**src/rtl/regfile_sb.sv**
```systemverilog
// Integer register file with NRD combinational read ports, one synchronous write port,
// optional write-to-read bypass, hardwired-zero x0 and a pending-write scoreboard.
module regfile_sb #(
  parameter  int XLEN   = 32,
  parameter  int NREG   = 32,
  parameter  int NRD    = 2,
  parameter  int BYPASS = 1,
  localparam int AW     = $clog2(NREG),
  localparam int CW     = $clog2(NREG + 1)
) (
  input  logic                clk,
  input  logic                rst,
  input  logic [NRD*AW-1:0]   rd_addr,
  output logic [NRD*XLEN-1:0] rd_data,
  output logic [NRD-1:0]      rd_busy,
  input  logic                we,
  input  logic [AW-1:0]       wa,
  input  logic [XLEN-1:0]     wd,
  input  logic                issue_valid,
  input  logic [AW-1:0]       issue_addr,
  input  logic                flush,
  output logic [CW-1:0]       busy_cnt,
  output logic                err
);

  logic [XLEN-1:0] regs [NREG];
  logic [NREG-1:0] busy;
  logic [NREG-1:0] busy_nxt;
  logic [CW-1:0]   cnt_nxt;
  logic            wr_en;

  assign wr_en = we && (wa != '0);

  always_ff @(posedge clk or posedge rst) begin
    if (rst) begin
      for (int i = 0; i < NREG; i++) regs[i] <= '0;
    end else if (wr_en) begin
      regs[wa] <= wd;
    end
  end

  // Issue is applied after the writeback clear so a new producer wins on the same address.
  always_comb begin
    busy_nxt = busy;
    if (flush) begin
      busy_nxt = '0;
    end else begin
      if (wr_en) busy_nxt[wa] = 1'b0;
      if (issue_valid && (issue_addr != '0)) busy_nxt[issue_addr] = 1'b1;
    end
    busy_nxt[0] = 1'b0;
  end

  always_comb begin
    cnt_nxt = '0;
    for (int i = 0; i < NREG; i++) cnt_nxt = cnt_nxt + CW'(busy_nxt[i]);
  end

  always_ff @(posedge clk or posedge rst) begin
    if (rst) begin
      busy     <= '0;
      busy_cnt <= '0;
      err      <= 1'b0;
    end else begin
      busy     <= busy_nxt;
      busy_cnt <= cnt_nxt;
      if (wr_en && !busy[wa] && !flush) err <= 1'b1;
    end
  end

  for (genvar p = 0; p < NRD; p++) begin : g_rd
    logic [AW-1:0] a;
    logic          fwd;
    assign a   = rd_addr[p*AW +: AW];
    assign fwd = (BYPASS != 0) && we && (wa == a);
    assign rd_data[p*XLEN +: XLEN] = (a == '0) ? '0 : (fwd ? wd : regs[a]);
    assign rd_busy[p] = (a != '0) && busy[a] && !fwd;
  end

endmodule
```
**config.mk**
```make
export PLATFORM = sky130hd
export DESIGN_NAME = regfile_sb
export DESIGN_NICKNAME = d
export VERILOG_FILES = /design/src/rtl/regfile_sb.sv
export SDC_FILE = /design/constraint.sdc
export NUM_CORES = 2
export LEC_CHECK = 0
export BUFFER_PORTS_ARGS = -buffer_cell sky130_fd_sc_hd__buf_2
export CORE_AREA = 2 2 302 304
export CTS_CLUSTER_DIAMETER = 30
export DETAILED_ROUTE_END_ITERATION = 6
export DIE_AREA = 0 0 304 306
export PLACE_DENSITY = 0.85
export SLEW_MARGIN = 20
export SYNTH_ARGS = -nofsm -noshare
export SYNTH_HDL_FRONTEND = slang
export SYNTH_SLANG_ARGS = --single-unit
```
**constraint.sdc**
```tcl
create_clock -name clk -period 78.8 [get_ports clk]
set_input_delay 0 -clock clk [delete_from_list [all_inputs] [get_ports clk]]
set_output_delay 0 -clock clk [all_outputs]
set_load 0.05 [all_outputs]
```
==> flow_metrics.env <==
export IMPL_routedWlPerCell_um=33.0
export IMPL_pre_cts_ws_ns=72.24
export IMPL_worstHoldEndpoint="busy[2]"
export IMPL_hpwl_um=87700
export IMPL_clk_pin_slew_worst_paths_ns=0.04
export IMPL_min_path_type="in -> reg"
export IMPL_cp_end_kind="flip-flop"
export IMPL_async_flop_share_pct=100
export IMPL_fp_row_count=110
export IMPL_drc_errors=0
export IMPL_maxCapViolCount=0
export IMPL_critPathMaxFanout=7
export IMPL_cpMostUsedCell="fa_1"
export IMPL_synth_top_area_share_pct=45.8
export IMPL_r2r_end="busy_cnt[4]"
export IMPL_cp_start_kind="primary input"
export IMPL_drt_iter0_drc=5064
export IMPL_final_util_pct=74.3
export IMPL_htree_levels=4
export IMPL_finalCritPeriodShare_pct=7.93
export IMPL_internal_power_mw=1.40
export IMPL_cts_root_buf="clkbuf_16"
export IMPL_path_buf_inv=8
export IMPL_maxSlewViolCount=0
export IMPL_detail_route_antenna_nets=0
export IMPL_grt_pass1_vias=42000
export IMPL_worst_slew_pin_slew_ns=1.23
export IMPL_hp_start="wa[4]"
export IMPL_r2r_cells=17
export IMPL_initial_core_util_pct=64.8
export IMPL_portBuffers=129
export IMPL_comb_power_share_pct=17.9
export IMPL_vdd_ir_drop_worst_uv=25.8
export IMPL_synth_cells=3930
export IMPL_avgSynthCellArea_sq_um=14.8
export IMPL_die_area_sq_um=93000
export IMPL_gr_total_overflow=0
export IMPL_crit_family="adder cells"
export IMPL_core_area_sq_um=89600
export IMPL_grt_start_max_net_pins=165
export IMPL_insertion_delay_ns=0.80
export IMPL_netlist_area_sq_um=58000
export IMPL_die_w_um=304
export IMPL_num_nets_final=4026
export IMPL_layout_setup_ws_ns=72.55
export IMPL_max_freq_mhz=160
export IMPL_clockBufferDepth=3
export IMPL_yosysSeqAreaShare_pct=45.8
export IMPL_p_switching_mw=0.547
export IMPL_syn_nets=4017
export IMPL_critical_path_startpoint="issue_addr[3]"
export IMPL_rsz0062_at_grt="no"
export IMPL_netSwitchingFraction_pct=28.1
export IMPL_synth_seq_cells=1062
export IMPL_vias_per_cell=7.49
export IMPL_num_vias=39600
export IMPL_whs_path_depth=5
export IMPL_finClkSkew_ns=0.0471
export IMPL_slew_headroom_pct=17.7
export IMPL_reg2reg_from="busy[28]"
export IMPL_synth_main_ff_cell="dfrtp_1"
export IMPL_p_per_area_nw_per_um2=29.2
export IMPL_stdcell_area_sq_um=66500
export IMPL_setup_tns_ns=0
export IMPL_ioPinCount=130
export IMPL_wirelength_um=174000
export IMPL_cts_sinks=1062
export IMPL_antenna_found_initial=2
export IMPL_place_area_sq_um=59000
export IMPL_cts_tree="yes"
export IMPL_synth_area_leaders="dfrtp_1 46%, mux4_2 20%, mux2_2 20%"
export IMPL_cts_buffers=197
export IMPL_die_h_um=306
export IMPL_outcome="completed"
export IMPL_ys_types=53
export IMPL_path_cells="dlygate4sd3_1 > buf_2 > nor2b_1 > dlygate4sd3_1 > nand4_1 > dlygate4sd3_1 > a21oi_1 > fa_1 > inv_1 > fa_1 > inv_1 > fa_1 > inv_1 > fa_1 > fa_1 > fa_1 > inv_1 > fa_1 > fa_1 > a21o_1 > a21oi_1 > xnor2_1"
export IMPL_ctsResizeCount=0
export IMPL_layout_drive_gt1_share_pct=51.8
export IMPL_worstSetupPathType="in -> reg"
export IMPL_finalHoldViolCount=0
export IMPL_cp_required_ns=79.48
export IMPL_gp_congestion=0.881
export IMPL_report_final_setup_viol=0
export IMPL_synth_top_area_cell="dfrtp_1"
export IMPL_worstPathArrival_ns=6.93
export IMPL_p_clk_share_pct=44.7
export IMPL_ys_warn_count=0
export IMPL_p_leak_nw=28.8
export IMPL_area_growth_pct=14.6
export IMPL_cp_slowest_stage_delay_ns=0.62
export IMPL_ff2ff_setup_slack_ns=73.39
export IMPL_synth_edff_count=0
export IMPL_grtUsageTotal_pct=38.0
export IMPL_firstDrtPassIters=6
export IMPL_fin_crit_ns=6.25
export IMPL_nFillCells=5032
export IMPL_pwr_share_seq_pct=37.3
export IMPL_grt_pass1_wl_um=264000
export IMPL_slowest_stage="dlygate4sd3_1"
how the worst max path moves through the flow:
stage	slack [ns]	cells past startpoint	end
4_1_cts	72.69	22	busy_cnt[4]
6_report	72.55	22	busy_cnt[4]
3_5_place_dp	72.24	21	busy_cnt[4]
2_1_floorplan	48.91	1	busy[10]
5_1_grt	72.25	22	busy_cnt[4]
3_3_place_gp	72.33	21	busy_cnt[4]
layout by cell type, fill, tap and decap left out, types with 12 or more instances in the layout:
cell,instances
mux2i_1,127
mux4_2,522
clkinv_2,29
inv_1,35
nand2_2,17
inv_6,12
clkbuf_1,25
a22oi_1,58
nand2_1,40
dlygate4sd3_1,58
nor2_4,12
clkinv_4,14
a21oi_1,111
nor2b_1,79
clkbuf_8,28
o21ai_0,51
dfrtp_1,1062
nor2_1,32
clkinvlp_4,30
o22ai_1,16
fa_1,23
a221o_1,32
buf_2,120
buf_4,70
nor3_1,18
clkbuf_16,198
mux2_2,1009
bufinv_16,20
a211oi_1,101
area by class of cell:
cell class | instances | area (sq um) | share of cell area (%)
tap | 1176 | 1470 | 2.21
sequential | 1062 | 26600 | 39.9
clock inverter | 118 | 1510 | 2.27
clock buffer | 251 | 5430 | 8.17
inverter | 37 | 146 | 0.220
multi-input combinational | 2378 | 29400 | 44.3
antenna | 3 | 7.51 | 0.0113
timing repair buffer | 263 | 1940 | 2.91
power groups by stage:
stage               registers (mW)  logic [mW]  clock network, mW
global route                 0.735       0.368              0.900
detailed placement           0.725       0.336                  0
CTS                          0.721       0.347              0.872
global placement             0.715       0.326                  0
finish                       0.726       0.349              0.870
floorplan                    0.703       0.277                  0
per-layer routing:
layer | share of wire, % | track usage, % | vias to the layer above
li1 | - | - | 15300
met1 | 35 | 48.2 | 20600
met2 | 47 | 59.4 | 2930
met3 | 11 | 9.89 | 758
met4 | 6.7 | 23.4 | 2
met5 | 0.0046 | 0 | -
tightest hold or removal path: cells and delay by family:
family          cells  cell delay (ns)
simple gates        3             0.42
buf+inv             1             0.25
compound gates      1             0.06
timing repair:
item,CTS,global route
hold endpoints to repair,1151,0
setup buffers,0,0
endpoints found under the setup margin,0,0
hold buffers,58,0
stage by stage:
| stage | hold slack [ns] | cells | total power [mW] |
|---|---|---|---|
| 5_1_grt | 0.0918 | 5285 | 2.00 |
| 3_5_place_dp | 0.277 | 4857 | 1.06 |
| 3_3_place_gp | 0.261 | 4857 | 1.04 |
| 4_1_cts | 0.00848 | 5284 | 1.94 |
| 2_1_floorplan | 0.152 | 3930 | 0.980 |
| 6_report | 0.0469 | 5288 | 1.95 |
sequential cells by signal, summed over array words and instances (netlist names):
name,count
err,1
busy_cnt,6
regs,1024
busy,31
cell families (layout without fill, tap and decap cells):
logic type | after synthesis | after routing | synth area share (%)
muxes | 1658 | 1658 | 42.0
xor gates and xnor gates | 13 | 13 | 0.196
DFF | 1062 | 1062 | 45.8
buffers and inverters | 490 | 669 | 3.75
other | 0 | 3 | 0
and+or+nand+nor | 239 | 239 | 2.11
adders and majority gates | 30 | 30 | 0.944
AOI/OAI and AO/OA | 438 | 438 | 5.18
synthesized netlist by cell type, drive strengths merged (4+ instances only):
master and number:
dfrtp 1062, mux2 1009, mux4 522, buf 227, clkbuf 226, mux2i 127, a21oi 111, a211oi 101
nor2b 80, a22oi 58, nand2 57, o21ai 53, nor2 44, inv 37, a221o 32, fa 23
nor3 18, o22ai 16, nand2b 11, o211ai 11, xnor2 8, a21o 7, ha 7, nand4 7
o221a 7, o221ai 7, a221oi 6, a22o 5, a31oi 5, xor2 5, a2111oi 4, and2 4
and3 4, o22a 4, o2bb2ai 4
Power figures use the tool's default switching activity.
